==> config.mk <==
export PLATFORM = sky130hd
export DESIGN_NAME = exe_stage
export DESIGN_NICKNAME = d
export VERILOG_FILES = /design/src/rtl/asip_pkg.sv /design/src/rtl/seq_multiplier.sv /design/src/rtl/exe_stage.sv
export SDC_FILE = /design/constraint.sdc
export NUM_CORES = 1
export LEC_CHECK = 0
export BUFFER_PORTS_ARGS = -buffer_cell sky130_fd_sc_hd__clkbuf_2
export CAP_MARGIN = 10
export CORE_AREA = 2 2 157 128
export CTS_BUF_LIST = sky130_fd_sc_hd__clkbuf_8
export CTS_CLUSTER_SIZE = 24
export DETAILED_ROUTE_END_ITERATION = 16
export DIE_AREA = 0 0 159 130
export PLACE_DENSITY_LB_ADDON = 0.12
export SLEW_MARGIN = 20
export SYNTH_ARGS = -nofsm -noshare
export SYNTH_HDL_FRONTEND = slang
export SYNTH_SLANG_ARGS = --single-unit
==> constraint.sdc <==
create_clock -name clk -period 3.76 [get_ports clk]
set_input_delay 0.188 -clock clk [delete_from_list [all_inputs] [get_ports clk]]
set_output_delay 0.188 -clock clk [all_outputs]
set_load 0.005 [all_outputs]
==> src/rtl/asip_pkg.sv <==
// -----------------------------------------------------------------------------
// asip_pkg
// Shared definitions for the 16-bit ASIP pipeline.
//   ARQ              : datapath width
//   MEMORY_ADDR_SIZE : instruction / jump address width
//   MUL_CYCLES       : shift-add multiplier iterations (one per product bit)
//   alu_op_t         : ALU operation encoding used by decode and execute
//   exe_state_t      : execute-stage FSM states
//   exe_mem_ctrl_t   : control half of the EXE/MEM pipeline register
// -----------------------------------------------------------------------------
package asip_pkg;

   localparam int ARQ              = 16;
   localparam int MEMORY_ADDR_SIZE = 13;
   // One iteration per multiplier bit, so this must track ARQ.
   localparam int MUL_CYCLES       = ARQ;

   typedef enum logic [1:0] {
      ALU_ADD = 2'b00,
      ALU_SUB = 2'b01,
      ALU_MUL = 2'b10,
      ALU_XOR = 2'b11
   } alu_op_t;

   typedef enum logic {
      IDLE = 1'b0,
      MUL  = 1'b1
   } exe_state_t;

   typedef struct packed {
      logic valid;
      logic wb_en;
      logic rd_en_mem;
      logic wr_en_mem;
      logic mux_mem;
      logic pc_en;
   } exe_mem_ctrl_t;

endpackage

==> src/rtl/seq_multiplier.sv <==
// -----------------------------------------------------------------------------
// seq_multiplier
// Iterative shift-add multiplier, one multiplier bit per clock, product
// truncated to W bits.
//   clk, rst    : clock, asynchronous active-low reset
//   i_start     : load operands and begin (ignored while busy)
//   i_hold      : freeze the iteration in place (including the last one)
//   i_mcand     : multiplicand
//   i_mplier    : multiplier
//   o_busy      : an operation is in progress
//   o_done      : the current clock edge performs the final iteration
//   o_product   : product, valid whenever o_done is high
// -----------------------------------------------------------------------------
module seq_multiplier
   import asip_pkg::*;
#(
   parameter int W = ARQ,
   parameter int N = MUL_CYCLES
) (
   input  logic         clk,
   input  logic         rst,
   input  logic         i_start,
   input  logic         i_hold,
   input  logic [W-1:0] i_mcand,
   input  logic [W-1:0] i_mplier,
   output logic         o_busy,
   output logic         o_done,
   output logic [W-1:0] o_product
);

   localparam int CNT_W = $clog2(N);

   logic [W-1:0]     r_mcand;
   logic [W-1:0]     r_mplier;
   logic [W-1:0]     r_acc;
   logic [CNT_W-1:0] r_cnt;
   logic             r_busy;

   logic             w_step;
   logic [W-1:0]     w_acc_next;

   assign w_step     = r_busy & ~i_hold;
   // Multiplicand shifts left each step, so bits shifted past W drop out:
   // that is exactly the mod 2^W truncation.
   assign w_acc_next = r_acc + (r_mplier[0] ? r_mcand : '0);

   // The product is taken combinationally from the last step so the
   // consumer can register it on the same edge as the final iteration.
   assign o_done    = w_step & (r_cnt == CNT_W'(N - 1));
   assign o_product = w_acc_next;
   assign o_busy    = r_busy;

   always_ff @(posedge clk or negedge rst) begin
      if (!rst) begin
         r_mcand  <= '0;
         r_mplier <= '0;
         r_acc    <= '0;
         r_cnt    <= '0;
         r_busy   <= 1'b0;
      end else if (i_start && !r_busy) begin
         r_mcand  <= i_mcand;
         r_mplier <= i_mplier;
         r_acc    <= '0;
         r_cnt    <= '0;
         r_busy   <= 1'b1;
      end else if (w_step) begin
         r_acc    <= w_acc_next;
         r_mcand  <= r_mcand << 1;
         r_mplier <= r_mplier >> 1;
         r_cnt    <= r_cnt + 1'b1;
         if (o_done) r_busy <= 1'b0;
      end
   end

endmodule

==> src/rtl/exe_stage.sv <==
// -----------------------------------------------------------------------------
// exe_stage
// Execute stage of the 16-bit ASIP pipeline. Computes the ALU result
// (add/sub/xor in one cycle, multiply over MUL_CYCLES cycles), resolves
// jumps against the registered zero flag and drives the EXE/MEM register.
//   clk, rst                  : clock, asynchronous active-low reset
//   valid_in                  : decode presents a live instruction
//   wb_en_in/rd_en_mem_in/wr_en_mem_in/mux_mem_in/pc_en_in : passed to MEM
//   mux_exe_in                : operand B select (0 src2_in, 1 imm_in)
//   jop_lsb_in, jenable_in    : jump condition / instruction is a jump
//   src1_in..imm_in           : operands, src3_in is store data
//   alu_op_in                 : 00 add, 01 sub, 10 mul, 11 xor
//   jaddr_in                  : jump target
//   stall_in                  : MEM cannot accept
//   stall_out                 : upstream must hold
//   flush_out, jtaken_out     : one-cycle pulse for a taken jump
//   jaddr_out                 : registered jump target
//   valid_out..pc_en_out      : EXE/MEM control
//   alu_result_out, store_data_out : EXE/MEM data
//   zero_flag_out             : current zero flag
//   dbg_state_out             : FSM state, for observation only
//
// Handshake: an instruction moves from decode into this stage on a rising
// edge where valid_in is high and stall_out is low (and no flush is in
// progress); stall_out high means decode must hold the same instruction.
// valid_out marks a live EXE/MEM entry; while stall_in is high the entry
// is held unchanged.
// -----------------------------------------------------------------------------
module exe_stage
   import asip_pkg::*;
(
   input  logic                        clk,
   input  logic                        rst,
   input  logic                        valid_in,
   input  logic                        wb_en_in,
   input  logic                        rd_en_mem_in,
   input  logic                        wr_en_mem_in,
   input  logic                        mux_exe_in,
   input  logic                        mux_mem_in,
   input  logic                        jop_lsb_in,
   input  logic                        jenable_in,
   input  logic                        pc_en_in,
   input  logic [ARQ-1:0]              src1_in,
   input  logic [ARQ-1:0]              src2_in,
   input  logic [ARQ-1:0]              src3_in,
   input  logic [ARQ-1:0]              imm_in,
   input  logic [1:0]                  alu_op_in,
   input  logic [MEMORY_ADDR_SIZE-1:0] jaddr_in,
   input  logic                        stall_in,
   output logic                        stall_out,
   output logic                        flush_out,
   output logic                        jtaken_out,
   output logic [MEMORY_ADDR_SIZE-1:0] jaddr_out,
   output logic                        valid_out,
   output logic                        wb_en_out,
   output logic                        rd_en_mem_out,
   output logic                        wr_en_mem_out,
   output logic                        mux_mem_out,
   output logic                        pc_en_out,
   output logic [ARQ-1:0]              alu_result_out,
   output logic [ARQ-1:0]              store_data_out,
   output logic                        zero_flag_out,
   output exe_state_t                  dbg_state_out
);

   exe_state_t                  r_state;
   exe_state_t                  w_state_next;
   exe_mem_ctrl_t               r_ctrl;
   exe_mem_ctrl_t               r_mul_ctrl;
   exe_mem_ctrl_t               w_in_ctrl;
   logic [ARQ-1:0]              r_alu;
   logic [ARQ-1:0]              r_store;
   logic [ARQ-1:0]              r_mul_src3;
   logic                        r_zero;
   logic                        r_jtaken;
   logic [MEMORY_ADDR_SIZE-1:0] r_jaddr;

   alu_op_t                     w_op;
   logic [ARQ-1:0]              w_opb;
   logic [ARQ-1:0]              w_alu;
   logic                        w_accept;
   logic                        w_is_mul;
   logic                        w_start;
   logic                        w_taken;
   logic                        w_mul_busy;
   logic                        w_mul_done;
   logic [ARQ-1:0]              w_product;

   assign w_op     = alu_op_t'(alu_op_in);
   assign w_opb    = mux_exe_in ? imm_in : src2_in;
   assign w_is_mul = (w_op == ALU_MUL);
   // A taken jump squashes whatever decode shows in the following cycle.
   assign w_accept = (r_state == IDLE) & valid_in & ~stall_in & ~r_jtaken;
   assign w_start  = w_accept & w_is_mul;
   // Flag value from before this instruction; jumps encoded as mul are ignored.
   assign w_taken  = jenable_in & ~w_is_mul & (~jop_lsb_in | r_zero);

   assign w_in_ctrl = '{valid: 1'b1, wb_en: wb_en_in, rd_en_mem: rd_en_mem_in,
                        wr_en_mem: wr_en_mem_in, mux_mem: mux_mem_in,
                        pc_en: pc_en_in};

   always_comb begin
      w_alu = '0;
      case (w_op)
         ALU_ADD: w_alu = src1_in + w_opb;
         ALU_SUB: w_alu = src1_in - w_opb;
         ALU_XOR: w_alu = src1_in ^ w_opb;
         default: w_alu = '0;
      endcase
   end

   seq_multiplier #(.W(ARQ), .N(MUL_CYCLES)) u_mul (
      .clk       (clk),
      .rst       (rst),
      .i_start   (w_start),
      .i_hold    (stall_in),
      .i_mcand   (src1_in),
      .i_mplier  (w_opb),
      .o_busy    (w_mul_busy),
      .o_done    (w_mul_done),
      .o_product (w_product)
   );

   // ---------------- FSM ----------------
   always_ff @(posedge clk or negedge rst) begin
      if (!rst) r_state <= IDLE;
      else      r_state <= w_state_next;
   end

   always_comb begin
      w_state_next = r_state;
      case (r_state)
         IDLE: if (w_start)    w_state_next = MUL;
         MUL:  if (w_mul_done) w_state_next = IDLE;
         default:              w_state_next = IDLE;
      endcase
   end

   // Multiply control/store data is captured at acceptance and released
   // together with the product.
   always_ff @(posedge clk or negedge rst) begin
      if (!rst) begin
         r_mul_ctrl <= '0;
         r_mul_src3 <= '0;
      end else if (w_start) begin
         r_mul_ctrl <= w_in_ctrl;
         r_mul_src3 <= src3_in;
      end
   end

   // ---------------- EXE/MEM register and jump pulse ----------------
   always_ff @(posedge clk or negedge rst) begin
      if (!rst) begin
         r_ctrl   <= '0;
         r_alu    <= '0;
         r_store  <= '0;
         r_zero   <= 1'b0;
         r_jtaken <= 1'b0;
         r_jaddr  <= '0;
      end else begin
         r_jtaken <= 1'b0;
         if (stall_in) begin
            // MEM is blocked: hold the whole register and the flag.
         end else if (w_mul_done) begin
            r_ctrl  <= r_mul_ctrl;
            r_alu   <= w_product;
            r_store <= r_mul_src3;
            r_zero  <= (w_product == '0);
         end else if (w_accept && !w_is_mul) begin
            r_ctrl  <= w_in_ctrl;
            r_alu   <= w_alu;
            r_store <= src3_in;
            r_zero  <= (w_alu == '0);
            if (w_taken) begin
               r_jtaken <= 1'b1;
               r_jaddr  <= jaddr_in;
            end
         end else begin
            // Bubble: drop all control, keep data fields.
            r_ctrl <= '0;
         end
      end
   end

   assign stall_out      = (r_state == MUL) | w_mul_busy | stall_in;
   assign flush_out      = r_jtaken;
   assign jtaken_out     = r_jtaken;
   assign jaddr_out      = r_jaddr;
   assign valid_out      = r_ctrl.valid;
   assign wb_en_out      = r_ctrl.wb_en;
   assign rd_en_mem_out  = r_ctrl.rd_en_mem;
   assign wr_en_mem_out  = r_ctrl.wr_en_mem;
   assign mux_mem_out    = r_ctrl.mux_mem;
   assign pc_en_out      = r_ctrl.pc_en;
   assign alu_result_out = r_alu;
   assign store_data_out = r_store;
   assign zero_flag_out  = r_zero;
   assign dbg_state_out  = r_state;

endmodule

==> results by group, run 1 <==
Run status
  – Outcome: finished, final reports clean

STA
  – Setup violators final: 0
  – RSZ-0062 raised after global routing: no
  – Fin. Hold Viols: 0
  – Clk_skew: 9.009 ps
  – Final period util: 0.9264
  – Post-Route Setup TNS: 0 ps
  – Final min period: between 3000 and 4000 ps
  – Final Slew Violations: 0
  – Worst slew margin: 0.4595
  – Fmax: 287.1 MHz
  – Tightest Pin Transition: 810.8 ps

Power
  – Leakage: 0.004764 uW
  – Peak VDD IR: 0.2662 mV
  – P per Cell Area: 564.8 nW/um^2

Placement
  – # port buffers: 146
  – Area after DPL: 9026 sq um
  – Gp weighted congestion: 0.8598
  – # placed instances: 1242
  – Post-DP HPWL: ~16000 um

CTS
  – Clk sinks: roughly 130
  – CTS H-tree lvls: 4
  – Clk pin slew, worst setup/hold paths: approximately 80 ps
  – CTS Buf Count: 17
  – Clock latency on the worst-skew pair: 460 ps
  – Setup Fix Bufs, Post-CTS: 0
  – CTS Buffer Depth: 2
  – CTS Root Cell: clkbuf_8
  – CTS tree: done

Min path
  – Hold Crit Class: in2reg

Final layout
  – Share of layout cells above drive strength 1: 0.2919
  – Area delta synth->final: 31.48%
  – Non-Filler Instances: about 1300
  – Area of the multi-input gates: 4108 sq um
  – FF+latch area: 3228 sq um
  – Fin nets: 1158
  – Filler instances: 1868
  – N_diodes: 0
  – Finished Cell Area: 9882 sq um

GRT
  – Pin count of the biggest net entering global routing: 84
  – GR Overflow Total: 0
  – First-pass GRT wire length: 35970 um
  – Initial antenna violation count: 0
  – Total Routing Usage GR: 0.2227
  – Vias in the first global route: 6527

Detailed routing
  – Wire length on met2: about 9800 um
  – Top layer in use: met4
  – Met3 wire length: 814 um
  – Final WL: 22430 um
  – Routed vias/inst: 5.178
  – 1st-iter DRT viols: 433
  – ANT nets after route: 0
  – First-pass DRT Iterations: 5
  – DRC viols: 0
  – Routed via count: 6778
  – Met1 wire length: 11470 um
  – Routed len/inst: 17.14 um

Synth
  – Syn Std Cell Area: between 7000 and 8000 sq um
  – Syn avg cell area: 9.454 sq um
  – Syn nets: 920
  – Post-synth EDFFs: 0
  – Yosys cell types: 59
  – Post-Synthesis Cells: between 700 and 800
  – Flops & latches, synth: 129
  – Register area share after synthesis: 0.4295
  – Synth Warn #: 0
  – Asr flop ratio synth: 1.000
  – Dominant synthesized flop cell: dfrtp_1

Die
  – Die Y: 130 um
  – Die width: 159 um
  – Core ar.: between 15000 and 20000 sq um
  – Row count: 46
  – Initial Util: 0.3887
  – I/O pin count: about 150
  – DIE AREA: roughly 21000 sq um

Setup path
  – Critical-path cell list: buf_4, and2_1, fa_1, a21oi_1, o221a_2, o21ai_0, a31oi_2, nor3_1, a2111oi_2, nor4bb_4, buf_4, a32o_1, a31o_1
  – Crit path DAT: 3880 ps
  – CP most frequent cell: buf_4
  – Worst Path Max Fanout: 16
  – CP Capture Type: register
  – Startpoint types: register
  – Crit Path Category: reg2reg
  – Max incr delay on CP: around 450 ps
  – CP required: about 4200 ps
  – Worst path slowest cell: a2111oi_2

Run
  – Max-cap viol count: 0
-- power by group --
part / leakage, uW / switching, uW / internal (uW) / total (uW)
clock network: 0.000237 / 613 / 827 / 1440
logic: 0.00290 / 1030 / 979 / 2010
registers: 0.00163 / 290 / 1850 / 2140
total: 0.00476 / 1930 / 3650 / 5580
-- state kept, by name, indices dropped and copies added, names as in the netlist, 6 cells and up --
signal and flops:
u_mul.r_mcand 16, u_mul.r_mplier 16, alu_result_out 16, store_data_out 16, r_mul_ctrl 6, u_mul.r_acc 16
jaddr_out 13, r_mul_src3 16
-- per-stage QoR --
step / utilization / hold WS, ps / power (uW) / setup slack, ps
after global routing: 0.5110 / 42.13 / 5985 / 9.995
after CTS: 0.5095 / 22.86 / 5588 / 23.89
final: 0.5110 / 55.04 / 5581 / 276.8
after floorplan: - / -107.6 / 3271 / 12.62
after detailed placement: 0.4667 / 312.5 / 4096 / -168.7
after global placement: 0.4667 / 311.4 / 4079 / -64.44
-- synthesized netlist by cell type, types with 15 or more instances --
library cell  instances  area share
a22oi_1              26       0.026
mux2i_1              17       0.023
nor2_1               62       0.031
o21ai_0              55       0.037
nand3_1              21       0.014
inv_1                16      0.0080
a221o_1              17       0.023
and2_1               18       0.015
a21oi_1              29       0.019
clkbuf_1             35       0.017
nand2_1             110       0.055
dfrtp_1             129        0.43
ha_1                 32       0.053
xnor2_1              36       0.042
a31oi_1              25       0.021
mux2_2               34       0.051
xor2_1               15       0.017
-- worst max-delay path: cells and delay by family (launching register included) --
kind / cells / cell delay [ps]
buf+inv: 2 / 330
simple gates: 3 / 670
compound gates: 7 / 1590
fa+ha+maj: 1 / 440
flops: 1 / 380
-- layer usage --
layer | global-route usage | vias to the layer above
met2 | 0.3340 | 140
met1 | 0.3308 | 3269
met5 | 0 | -
met3 | 0.03942 | 23
li1 | - | 3346
met4 | 0.06364 | 0
-- cell type report --
cell class | instances | share of cell area
inverters | 16 | 0.006077
multi-input cells | 608 | 0.4157
flip-flops and latches | 129 | 0.3267
well taps | 264 | 0.03343
repair buffers | 261 | 0.1711
clock inverters | 12 | 0.02064
clock buffers | 19 | 0.02646
-- final timing paths --
| kind | depth (start not counted) | slack (ps) | to | startpoint |
|---|---|---|---|---|
| max | 13 | 280 | zero_flag_out | u_mul.r_mplier[0] |
| min | 3 | 60 | u_mul.r_mcand[4] | src1_in[4] |
| max reg2reg | 13 | 280 | zero_flag_out | u_mul.r_mplier[0] |
| min reg2reg | 1 | 470 | r_mul_ctrl[5] | r_mul_ctrl[5] |
| max in group asynchronous | 3 | 2520 | u_mul.r_mcand[13] | rst |
| min in group asynchronous | 2 | 360 | u_mul.r_mplier[3] | rst |
-- placed cells by master, fill, tap and decap left out, drive strengths merged, types with 3 or more instances in the layout --
cell type    count
o21ai           57
or3              3
nor2b            8
inv             18
dfrtp          129
o211ai          12
a211oi           3
xnor2           36
buf             81
a221o           17
nand4            7
clkbuf         163
a22oi           26
mux2            34
a21o             6
o21bai           4
nor4             3
nand2b           9
dlygate4sd3     36
nor4b            3
and2            18
clkinv           5
mux2i           18
and3             6
a31oi           25
xor2            15
nor3            10
bufinv           5
nor2            62
a21oi           29
nand2          110
o21a             6
ha              32
nand3           21
-- what timing repair did --
| action | in CTS | in global routing |
|---|---|---|
| resized for setup | 1 | 5 |
| hold buffers | 36 | 0 |
| endpoints found under the hold margin | 137 | 0 |
| setup endpoints to repair | 1 | 2 |
| pin swaps | 0 | 1 |
-- cells by family after synthesis --
kind of cell | synth area share
AND/OR/NAND/NOR | 0.1636
AO/OA/AOI/OAI | 0.1818
flip-flops | 0.4295
buffers and inverters | 0.03163
multiplexers | 0.07541
XOR/XNOR | 0.05943
adder cells (fa/ha/maj) | 0.05860
No activity file was read; power rests on OpenSTA's default activity.
==> inputs of run 2 (changes only) <==
==> constraint.sdc (replaced) <==
create_clock -name clk -period 2.85 [get_ports clk]
set_input_delay 0.1425 -clock clk [delete_from_list [all_inputs] [get_ports clk]]
set_output_delay 0.1425 -clock clk [all_outputs]
set_load 0.005 [all_outputs]
==> run 2 against run 1 <==
Against the previous run:
- the flow now finishes with violations (negative setup slack)
- critical path depth did not move
- sequential power increased by 32%
- design area is 15% higher
- hold slack got worse by 24 ps
- wire length is 6.4% higher
- sequential share of layout area down 4.3 points
- clock power is 6% higher
- flip-flop and latch count did not move
- clock skew increased by 8.3 ps
- highest routed layer unchanged
- worst setup slack worse by 530 ps
- via count increased by 7.5%
- first-iteration DRC count grew 0.23%
==> results by group, run 2 (same netlist as run 1, synthesis figures left out) <==
STA
  – Tightest Pin Transition: 711.5 ps (-99.26 ps)
  – Worst slew margin: 0.5257 (+0.06617)
  – Clk_skew: 17.34 ps (+8.333 ps)
  – Final min period: 3105 ps (-378.1 ps)
  – Fmax: 322.1 MHz (+12%)
  – Final period util: 1.089 (+0.1631)
  – Setup violators final: 7 (+7)
  – Hold Worst Slack: 31.38 ps (-23.67 ps)
  – RSZ-0062 raised after global routing: yes
  – Fin. Hold Viols: 0 (unchanged)
  – Final Slew Violations: 0 (unchanged)
  – Final setup margin: -255.0 ps (-531.9 ps)

Setup path
  – Crit path to: zero_flag_out
  – Register-to-Register Path Depth: 13 (unchanged)
  – CP required: 3250 ps (-910 ps)
  – Critical R2R Capture: zero_flag_out
  – Crit path buffers/inverters: 2 (unchanged)
  – Crit path DAT: 3510 ps (-370 ps)
  – Worst Path Max Fanout: 7 (-9)
  – Worst R2R Start: u_mul.r_mplier[0]
  – Startpoint types: register
  – Max incr delay on CP: 410 ps (-40 ps)
  – Critical-path cell list: buf_6, and2_4, fa_2, buf_6, a21o_1, a21oi_2, xor2_1, nand4_1, and4b_1, nand4_1, nor4bb_2, a32o_2, a31o_1
  – FF-to-FF setup slack: -260 ps (-530 ps)
  – Worst path depth: 13 (unchanged)
  – Setup crit start: u_mul.r_mplier[0]
  – CP Capture Type: register
  – Crit Path Category: reg2reg
  – CP top delay family: simple AND/OR/NAND/NOR gates
  – Worst path slowest cell: fa_2

Detailed routing
  – Routed via count: 7284 (+7.5%)
  – Final WL: 23880 um (+6.4%)
  – First-pass DRT Iterations: 5 (unchanged)
  – DRC viols: 0 (unchanged)
  – Routed vias/inst: 5.090 (-1.7%)
  – ANT nets after route: 0 (unchanged)
  – Routed len/inst: 16.68 um (-2.6%)
  – 1st-iter DRT viols: 434 (+0.23%)

Die
  – I/O pin count: 147 (unchanged)
  – Row count: 46 (unchanged)
  – DIE AREA: 20670 sq um (unchanged)
  – Initial Util: 0.3887 (unchanged)
  – Core ar.: 19340 sq um (unchanged)
  – Die Y: 130 um (unchanged)
  – Die width: 159 um (unchanged)

Power
  – P per Cell Area: 691.3 nW/um^2 (+22%)
  – Peak VDD IR: 0.3566 mV (+34%)
  – Overall power: 7853 uW (+41%)
  – Leakage: 0.005415 uW (+14%)

GRT
  – Vias in the first global route: 7114 (+9.0%)
  – Pin count of the biggest net entering global routing: 56 (-33%)
  – First-pass GRT wire length: 37790 um (+5.1%)
  – Initial antenna violation count: 1 (+1)
  – GR Overflow Total: 0 (unchanged)
  – Total Routing Usage GR: 0.2326 (+0.009967)

Placement
  – Gp weighted congestion: 0.8834 (+2.7%)
  – Pre-CTS setup slack: -914.0 ps (-745.4 ps)
  – Post-DP HPWL: 17110 um (+3.7%)
  – # port buffers: 146 (unchanged)
  – Area after DPL: 9751 sq um (+8.0%)

CTS
  – CTS Root Cell: clkbuf_8
  – Clock latency on the worst-skew pair: 460 ps (about the same)
  – Clk sinks: 129 (unchanged)
  – CTS Buf Count: 17 (unchanged)
  – CTS H-tree lvls: 4 (unchanged)
  – CTS Buffer Depth: 2 (unchanged)
  – CTS tree: done
  – Clk pin slew, worst setup/hold paths: 90 ps (about the same)

Final layout
  – Fin nets: 1279 (+10%)
  – Share of layout cells above drive strength 1: 0.4182 (+0.1263)
  – Filler instances: 1776 (-4.9%)
  – FF+latch area: 3228 sq um (unchanged)
  – Commonest non-fill, non-tap cell in the layout: buf_4
  – Most frequent cells in the layout: buf_4, clkbuf_2, dfrtp_1, nand2_1, nor2_1
  – Area delta synth->final: 51.16%
  – N_diodes: 0 (unchanged)
  – Finished Cell Area: 11360 sq um (+15%)
  – Area of the multi-input gates: 4628 sq um (+13%)

Min path
  – Hold Crit Class: in2reg

Run
  – Max-cap viol count: 0 (unchanged)

Run status
  – Failing checks: negative setup slack
  – Outcome: finished with violations
## run 2: changes by cell type in the layout (fill, tap and decap cells not counted), sizes merged
cell / delta
clkbuf: -1
clkinvlp: +3
inv: +7
buf: +105
dlygate4sd3: +15
clkinv: -2
bufinv: -5
## run 2: power by group
group          switching (uW)  total [uW]  internal, uW
sequential                385        2820          2430
clock                     881        1530           645
combinational            1610        3510          1890
total                    2880        7850          4970
## run 2: layer usage
| metal | up-vias | routed length (um) | global-route usage |
|---|---|---|---|
| li1 | 3596 | - | - |
| met1 | 3514 | 11210 | 0.3211 |
| met2 | 150 | 11370 | 0.3813 |
| met3 | 24 | 936 | 0.04482 |
| met4 | 0 | 356 | 0.05829 |
| met5 | - | 0 | 0 |
## run 2: stage by stage
stage	utilization	setup TNS, ps	cells
detailed placement	0.5042	-8539	1327
floorplan	-	-2071	795
finish	0.5875	-827.1	1431
CTS	0.5749	-670.5	1426
global placement	0.5042	-7682	1327
global route	0.5875	-1802	1431
## run 2: final cells by class
| class | count | area share |
|---|---|---|
| Sequential cell | 129 | 0.2841 |
| Multi-Input combinational cell | 608 | 0.4074 |
| Clock buffer | 17 | 0.02059 |
| Timing Repair Buffer | 382 | 0.2409 |
| Inverter | 16 | 0.005286 |
| Clock inverter | 15 | 0.01267 |
| Tap cell | 264 | 0.02907 |
## run 2: worst min-delay path by stage
stage,startpoint,to,depth (start not counted)
final,stall_in,wr_en_mem_out,3
after global routing,stall_in,wb_en_out,3
after CTS,stall_in,wb_en_out,3
after detailed placement,rst,u_mul.r_mcand[9],1
after global placement,rst,u_mul.r_mcand[9],1
after floorplan,rst,alu_result_out[0],0
## run 2: repair_timing
item,in CTS,in global routing
hold endpoints to repair,115,0
resized for setup,73,41
hold buffers,51,0
pin swaps,46,30
setup buffers,17,6
gates cloned,1,0
setup endpoints to repair,13,12
## run 2: worst reg2reg max path: cells and delay by family (launching register included)
family	cells	cell delay [ps]
XOR/XNOR	1	200
flip-flops	1	400
AO/OA/AOI/OAI	4	640
AND/OR/NAND/NOR	5	1130
buffers and inverters	2	270
adder cells (fa/ha/maj)	1	410
==> inputs of run 3 (changes only) <==
--- a/config.mk
+++ b/config.mk
@@ -13,6 +13,7 @@
 export DETAILED_ROUTE_END_ITERATION = 16
 export DIE_AREA = 0 0 159 130
 export PLACE_DENSITY_LB_ADDON = 0.12
+export SETUP_SLACK_MARGIN = 0.15
 export SLEW_MARGIN = 20
 export SYNTH_ARGS = -nofsm -noshare
 export SYNTH_HDL_FRONTEND = slang
==> run 3 against run 2 <==
Against the previous run:
- the flow still finishes with violations (negative setup slack)
- count of clock-buffer cells in the layout unchanged
- combinational power is 9.1% higher
- global-route usage down 0.24 points
- fmax decreased by 0.47%
- sequential share of layout area fell by 0.70 points
- hold slack gained 6.1 ps
- critical path depth rose by 3
==> results by group, run 3 (same netlist as run 1, synthesis figures left out) <==
CTS
  – CTS Buf Count: 17 (unchanged)
  – Clock latency on the worst-skew pair: 460 ps (about the same)
  – CTS H-tree lvls: 4 (unchanged)
  – Clk sinks: 129 (unchanged)
  – CTS tree: done
  – CTS Buffer Depth: 2 (unchanged)
  – Clk pin slew, worst setup/hold paths: 90 ps (about the same)
  – CTS Root Cell: clkbuf_8

STA
  – Clk_skew: 16.24 ps (-1.100 ps)
  – Worst slew margin: 0.5162 (-0.009410)
  – Final setup margin: -269.6 ps (-14.59 ps)
  – Setup violators final: 8 (+1)
  – Fmax: 320.5 MHz (-0.47%)
  – Fin. Hold Viols: 0 (unchanged)
  – Final min period: 3120 ps (+14.59 ps)
  – Tightest Pin Transition: 725.6 ps (+14.11 ps)
  – Final period util: 1.095 (+0.005121)
  – Final Slew Violations: 0 (unchanged)
  – RSZ-0062 raised after global routing: yes

Final layout
  – Share of layout cells above drive strength 1: 0.4461 (+0.02790)
  – Commonest non-fill, non-tap cell in the layout: buf_4
  – Filler instances: 1680 (-5.4%)
  – N_diodes: 0 (unchanged)
  – Area delta synth->final: 54.99%
  – Most frequent cells in the layout: buf_4, clkbuf_2, dfrtp_1, nand2_1, nor2_1
  – Fin nets: 1280 (+0.078%)
  – Post-layout util: 0.6024 (+0.01488)

Detailed routing
  – Routed via count: 7396 (+1.5%)
  – First-pass DRT Iterations: 5 (unchanged)
  – Final WL: 24170 um (+1.2%)
  – Routed vias/inst: 5.165 (+1.5%)
  – ANT nets after route: 0 (unchanged)
  – Routed len/inst: 16.88 um (+1.1%)
  – 1st-iter DRT viols: 463 (+6.7%)
  – DRC viols: 0 (unchanged)

Min path
  – Hold Crit Class: in2reg

GRT
  – Initial antenna violation count: 0 (-1)
  – M2 GR Usage: 0.3880 (+0.006650)
  – Vias in the first global route: 7138 (+0.34%)
  – Pin count of the biggest net entering global routing: 66 (+18%)
  – GR Util met3: 0.03624 (-0.008582)
  – Total Routing Usage GR: 0.2302 (-0.002433)
  – GRT busiest layer: met2
  – First-pass GRT wire length: 37540 um (-0.67%)
  – GR Overflow Total: 0 (unchanged)
  – GR Util met1: 0.3157 (-0.005381)

Run status
  – Outcome: finished with violations
  – Failing checks: negative setup slack

Setup path
  – Max incr delay on CP: 520 ps (+110 ps)
  – CP required: 3190 ps (-60 ps)
  – Worst Path Max Fanout: 6 (-1)
  – CP top delay family: compound AO/OA/AOI/OAI gates
  – Worst path slowest cell: or4b_4
  – CP most frequent cell: nor2_1
  – Critical-path cell list: clkbuf_16, buf_12, mux2i_4, ha_4, nand4_1, o21ai_2, xnor2_1, ha_1, a21o_1, a21oi_1, nor2_1, a311o_1, a31oi_4, nor2_1, or4b_4, a31o_1
  – Crit path DAT: 3460 ps (-50 ps)
  – CP Capture Type: register
  – Startpoint types: primary input
  – Crit Path Category: in2reg
  – Crit path buffers/inverters: 2 (unchanged)

Placement
  – Post-DP HPWL: 16940 um (-1.0%)
  – # port buffers: 146 (unchanged)
  – Gp weighted congestion: 0.8868 (+0.38%)

Power
  – Overall power: 8166 uW (+4.0%)
  – Peak VDD IR: 0.2985 mV (-16%)
  – Leakage: 0.005501 uW (+1.6%)
  – P per Cell Area: 701.0 nW/um^2 (+1.4%)

Die
  – Die width: 159 um (unchanged)
  – DIE AREA: 20670 sq um (unchanged)
  – I/O pin count: 147 (unchanged)
  – Die Y: 130 um (unchanged)
  – Initial Util: 0.3887 (unchanged)
  – Row count: 46 (unchanged)
  – Core ar.: 19340 sq um (unchanged)

Run
  – Max-cap viol count: 0 (unchanged)
## run 3: changes by cell type in the layout (fill, tap and decap cells not counted), sizes merged
cell	previous run	this run
buf	186	189
dlygate4sd3	51	49
clkinv	3	2
clkinvlp	3	4
## run 3: through the flow
stage / setup TNS [ps] / instances / instance area (sq um) / worst slack, ps / hold slack (ps)
floorplan: -2067 / 795 / 7609 / -599.0 / -153.1
global placement: -7681 / 1320 / 9708 / -803.8 / 167.2
detailed placement: -8411 / 1320 / 9708 / -845.0 / 174.3
CTS: -574.9 / 1422 / 11260 / -238.0 / 2.817
global route: -1829 / 1432 / 11650 / -367.0 / 23.20
finish: -912.8 / 1432 / 11650 / -269.6 / 37.44
## run 3: final timing paths
path / slack (ps) / endpoint / cells after the start / start
setup / recovery: -270 / zero_flag_out / 16 / mux_exe_in
hold / removal: 40 / u_mul.r_mcand[5] / 3 / src1_in[5]
setup reg to reg: -240 / zero_flag_out / 13 / u_mul.r_mplier[0]
hold reg to reg: 480 / pc_en_out / 2 / pc_en_out
max in group asynchronous: 1820 / alu_result_out[14] / 3 / rst
min in group asynchronous: 230 / u_mul.r_mcand[10] / 2 / rst
## run 3: worst reg2reg max path: cells and delay by family (launching register included)
| kind | cells | cell delay [ps] |
|---|---|---|
| adders and majority gates | 2 | 570 |
| and+or+nand+nor | 4 | 820 |
| AOI/OAI and AO/OA | 5 | 820 |
| buffers and inverters | 1 | 100 |
| xor gates and xnor gates | 1 | 270 |
| DFF | 1 | 430 |
## run 3: metal layers
metal	up-vias	share of wire
li1	3602	-
met1	3630	0.46
met2	143	0.49
met3	21	0.038
met4	0	0.011
met5	-	0
## run 3: what timing repair did
action,CTS,global route
endpoints found under the setup margin,16,15
hold buffers,49,0
gates cloned,1,0
pin swaps,62,45
gates resized for setup,113,64
buffers inserted,20,10
endpoints found under the hold margin,130,0
## run 3: power breakdown
group | leakage (uW) | switching (uW) | internal [uW] | total (uW)
Sequential | 0.00163 | 391 | 2430 | 2820
Combinational | 0.00370 | 1740 | 2090 | 3830
Clock | 0.000179 | 874 | 641 | 1520
## run 3: final cells by class
type | instances | area (sq um) | area share
well taps | 264 | 330.3 | 0.02836
repair buffers | 383 | 2810 | 0.2412
clock buffers | 17 | 234.0 | 0.02009
inverters | 16 | 60.06 | 0.005156
multi-input cells | 608 | 4845 | 0.4159
flip-flops and latches | 129 | 3228 | 0.2771
clock inverters | 15 | 141.4 | 0.01214
